`src/rtl/branch_predict_resolve.sv`:
```
// Branch predictor with a 2-bit saturating pattern table plus a resolve unit
// that evaluates branch conditions, trains the table and keeps statistics.
module branch_predict_resolve #(
   parameter int DATA_W = 16,
   parameter int IDX_W  = 4,
   parameter int CNT_W  = 16
) (
   input  logic              clk,
   input  logic              rst_n,
   input  logic              lk_valid,
   input  logic [DATA_W-1:0] lk_pc,
   output logic              pred_valid,
   output logic              pred_taken,
   input  logic              rv_valid,
   input  logic [DATA_W-1:0] rv_pc,
   input  logic [DATA_W-1:0] rv_rs,
   input  logic [4:0]        rv_op,
   input  logic              rv_pred,
   output logic              res_valid,
   output logic              res_taken,
   output logic              res_mispredict,
   output logic [CNT_W-1:0]  br_count,
   output logic [CNT_W-1:0]  mp_count,
   input  logic              clr_stats
);

   localparam int DEPTH = 2 ** IDX_W;

   // Handshake: lk_* and rv_* are single-cycle strobes with no backpressure;
   // each accepted request produces exactly one *_valid pulse one cycle later.

   logic [1:0]       pht [DEPTH];
   logic [IDX_W-1:0] lk_idx;
   logic [IDX_W-1:0] rv_idx;
   logic             is_cond;
   logic             is_jump;
   logic             cond_true;
   logic             act_taken;
   logic             act_mp;
   logic             counted;

   assign lk_idx = lk_pc[IDX_W:1];
   assign rv_idx = rv_pc[IDX_W:1];

   logic unused_pc_bits;
   assign unused_pc_bits = ^{lk_pc[DATA_W-1:IDX_W+1], lk_pc[0],
                             rv_pc[DATA_W-1:IDX_W+1], rv_pc[0]};

   always_comb begin
      is_cond   = (rv_op[4:2] == 3'b011);
      is_jump   = (rv_op[4:2] == 3'b001);
      cond_true = 1'b0;
      case (rv_op[1:0])
         2'b00:   cond_true = (rv_rs == '0);
         2'b01:   cond_true = (rv_rs != '0);
         2'b10:   cond_true = rv_rs[DATA_W-1];
         default: cond_true = ~rv_rs[DATA_W-1];
      endcase
      act_taken = is_jump | (is_cond & cond_true);
      counted   = rv_valid & (is_cond | is_jump);
      act_mp    = (is_cond | is_jump) & (act_taken != rv_pred);
   end

   // Pattern table; the lookup below reads the value before this edge's write.
   always_ff @(posedge clk or negedge rst_n) begin
      if (!rst_n) begin
         for (int i = 0; i < DEPTH; i++) pht[i] <= 2'b01;
      end else if (rv_valid && is_cond) begin
         if (act_taken) begin
            if (pht[rv_idx] != 2'b11) pht[rv_idx] <= pht[rv_idx] + 2'b01;
         end else begin
            if (pht[rv_idx] != 2'b00) pht[rv_idx] <= pht[rv_idx] - 2'b01;
         end
      end
   end

   always_ff @(posedge clk or negedge rst_n) begin
      if (!rst_n) begin
         pred_valid <= 1'b0;
         pred_taken <= 1'b0;
      end else begin
         pred_valid <= lk_valid;
         if (lk_valid) pred_taken <= pht[lk_idx][1];
      end
   end

   always_ff @(posedge clk or negedge rst_n) begin
      if (!rst_n) begin
         res_valid      <= 1'b0;
         res_taken      <= 1'b0;
         res_mispredict <= 1'b0;
      end else begin
         res_valid <= rv_valid;
         if (rv_valid) begin
            res_taken      <= act_taken;
            res_mispredict <= act_mp;
         end
      end
   end

   // Statistics saturate at all-ones; a clear wins over a same-cycle increment.
   always_ff @(posedge clk or negedge rst_n) begin
      if (!rst_n) begin
         br_count <= '0;
         mp_count <= '0;
      end else if (clr_stats) begin
         br_count <= '0;
         mp_count <= '0;
      end else begin
         if (counted && !(&br_count)) br_count <= br_count + CNT_W'(1);
         if (counted && act_mp && !(&mp_count)) mp_count <= mp_count + CNT_W'(1);
      end
   end

endmodule
```
`config.mk`:
```
export PLATFORM = sky130hd
export DESIGN_NAME = branch_predict_resolve
export DESIGN_NICKNAME = d
export VERILOG_FILES = /design/src/rtl/branch_predict_resolve.sv
export SDC_FILE = /design/constraint.sdc
export NUM_CORES = 1
export LEC_CHECK = 0
export ABC_AREA = 1
export BUFFER_PORTS_ARGS = -buffer_cell sky130_fd_sc_hd__buf_2
export CAP_MARGIN = 20
export CORE_MARGIN = 1
export CORE_UTILIZATION = 55
export DETAILED_ROUTE_END_ITERATION = 10
export GPL_ROUTABILITY_DRIVEN = 0
export PLACE_DENSITY_LB_ADDON = 0.3
export SETUP_SLACK_MARGIN = 0.02
export SYNTH_ARGS = -nofsm -noshare
export SYNTH_HDL_FRONTEND = slang
export SYNTH_SLANG_ARGS = --single-unit
```
`constraint.sdc`:
```
create_clock -name clk -period 2.6 [get_ports clk]
set_clock_uncertainty 0.2 [all_clocks]
set_input_delay 0.26 -clock clk [delete_from_list [all_inputs] [get_ports clk]]
set_output_delay 0.26 -clock clk [all_outputs]
set_load 0.03 [all_outputs]
```
==> flow_summary.toml <==
[synthesis]
synth_seq_cells = 69
synth_cell_types = 40
synth.net_count = 640
netlist_area_sq_mm = 0.00420
yosysWarningCount = 0
netlist_instances = 577
synthesis.area_per_instance_sq_um = 7.28
synth-seq-area-share = 0.416

[floorplanning]
dieWidth_microns = 89.4
initial_utilization = 0.573
top_level_ports = 96
die_area_sq_mm = 0.00799
floorplan.die.height_microns = 89.4
core_area_sq_mm = 0.00733
fp-row-count = 31

[critical_path]
required_ns = 2.64
setup.worst_path.end_class = "flip-flop"
worst_path_max_fanout = 28
worst-endpoint-arrival_ns = 2.33
timing_worst_setup_path_type = "reg2reg"
critical_path.startpoint_type = "flip-flop"

[final_layout]
nFillCells = 598
final_cell_count_no_fill = 767
finalNetCount = 726
final_core_util = 0.676
layout.area.seq_sq_mm = 0.00175
final_layout_size_suffix_gt1_frac = 0.201
leading_cell_types_in_the_layout_fill_and_taps_excluded = "nand2_1, nor2_1, nand3_1"
num_antenna_cells = 0
area_growth_syn_to_layout_pct = 18.0
combined_area_of_the_multi_input_logic_cells_sq_mm = 0.00216
mostFrequentLayoutCell = "nand2_1"

[timing]
final.min_clock_period_ns = 2.29
postLayoutSetupSlackWorst_ns = 0.306
setup_violations = 0
slew-limit-headroom = 0.540
final.period_utilization = 0.882
totalNegativeSetupSlack_ns = 0
timing.final.hold_violations = 0
actual_transition_at_the_worst_max_transition_pin_ns = 0.690
fmax_mhz = 436
grt_setup_unrepaired = "false"
final-max-slew-violation-count = 0

[detailed_routing]
viasPerCell = 5.48
initialDrtViolationCount = 240
firstDrtPassIters = 5
dr_total_vias = 4202
route.antenna.remaining_nets = 0
detail_route.wl_per_cell_microns = 13.2
drt-total-wl_mm = 10.1
drc_errors = 0

[worst_hold_path]
hold_path.class = "in2reg"
min-delay-start = "lk_pc[4]"

[placement]
numPortBuffers = 71
place.detailed.instances = 748
hpwlAfterDp_mm = 7.32
pre_cts_slack_ns = 0.0467

[clock_network]
cts_tree = "yes"
cts_max_path_buffers = 2
clk_pin_slew_worst_paths_ns = 0.07
cts.root.buffer_cell = "clkbuf_8"
numClockSinks = 69
post_cts_buffers = 0
h-tree-depth = 3
numCtsBuffers = 9
worstSkewPairLatency_ns = 0.35

[grt]
globalRouteOverflowTotal = 0
grt_first_pass_wirelength_mm = 17.0
grt_antenna_before_repair = 0
vias_in_the_first_global_route = 3973
total_routing_resource_utilization_after_global_routing = 0.277
grt_start_max_net_pins = 42

[power_and_ir_drop]
p_per_area_mw_per_mm2 = 516
vdd_ir_drop_max_uv = 323
cellLeakagePower_uw = 0.00248

[job]
cap_viol_max_count = 0

[status]
status = "finished clean"
path summary, 6_finish.rpt:
path / cells after the start / slack, ns / end
min: 3 / 0.03 / pred_taken
max in group asynchronous: 3 / 1.19 / async pin
min reg2reg: 2 / 0.27 / flip-flop
max: 12 / 0.31 / pht[11]
max reg2reg: 12 / 0.31 / pht[11]
min in group asynchronous: 2 / 0.28 / res_valid
timing repair:
action                                  CTS  global route
hold buffers                              3             0
endpoints found under the hold margin    31             0
endpoints found under the setup margin    0             0
resized for setup                         0             0
logic make-up (layout without fill, tap and decap cells):
group | after synthesis | in the layout | synth area share
buffers and inverters | 60 | 151 | 0.0703
DFF | 69 | 69 | 0.416
adders and majority gates | 4 | 4 | 0.0119
and+or+nand+nor | 369 | 369 | 0.379
AOI/OAI and AO/OA | 55 | 55 | 0.0805
xor gates and xnor gates | 20 | 20 | 0.0417
area by class of cell:
type,count,share of cell area
Inverter,45,0.0346
Sequential cell,69,0.353
Clock inverter,3,0.0136
Timing Repair Buffer,90,0.107
Clock buffer,13,0.0321
Multi-Input combinational cell,448,0.435
Tap cell,99,0.0250
per-layer routing:
layer,up-vias,GRT usage,routed length (microns)
met5,-,0,0
met1,1987,0.335,4400
met2,131,0.477,4960
li1,2059,-,-
met4,0,0.118,250
met3,25,0.0591,506
synthesized netlist by cell type (all sizes together):
cell / number / share of area
nor3: 8 / 0.0095
o21ai: 26 / 0.032
ha: 4 / 0.012
a22o: 1 / 0.0021
xor2: 15 / 0.031
nor3b: 2 / 0.0036
or2: 1 / 0.0015
nand2: 184 / 0.17
nor4: 3 / 0.0060
a21oi: 3 / 0.0045
o22ai: 10 / 0.015
nor2: 89 / 0.080
o221ai: 2 / 0.0042
clkbuf: 6 / 0.0054
a31oi: 1 / 0.0015
o31ai: 3 / 0.0054
nand3b: 1 / 0.0018
o21a: 1 / 0.0018
xnor2: 5 / 0.010
nand3: 74 / 0.092
inv: 45 / 0.041
buf: 9 / 0.024
a22oi: 8 / 0.014
dfstp: 16 / 0.10
dfrtp: 53 / 0.32
nand4: 7 / 0.014
through the flow:
stage | hold slack (ns) | area, sq um | total power (uW)
2_1_floorplan | -0.236 | 4200 | 1430
5_1_grt | 0.0338 | 4950 | 2660
3_5_place_dp | 0.144 | 4700 | 1570
6_report | 0.0272 | 4950 | 2550
3_3_place_gp | 0.136 | 4700 | 1550
4_1_cts | 0.0202 | 4950 | 2560
worst max-delay path, stage by stage (launching register included):
cell and delay, ns:
dfstp_2 0.53, o22ai_1 0.09, o21ai_0 0.19, buf_4 0.15, nand4_4 0.08, ha_1 0.21
a21oi_2 0.18, nand2_4 0.10, inv_4 0.07, buf_12 0.16, nand2_1 0.09, nand2_1 0.08
nand2_1 0.05
where the power goes:
group / total [uW] / internal, uW / switching [uW] / leakage [uW]
Clock: 1000 / 594 / 408 / 0.000110
Combinational: 360 / 123 / 238 / 0.00148
Sequential: 1190 / 1140 / 47.8 / 0.000891
Note: power is estimated with default switching activity, not from simulation.
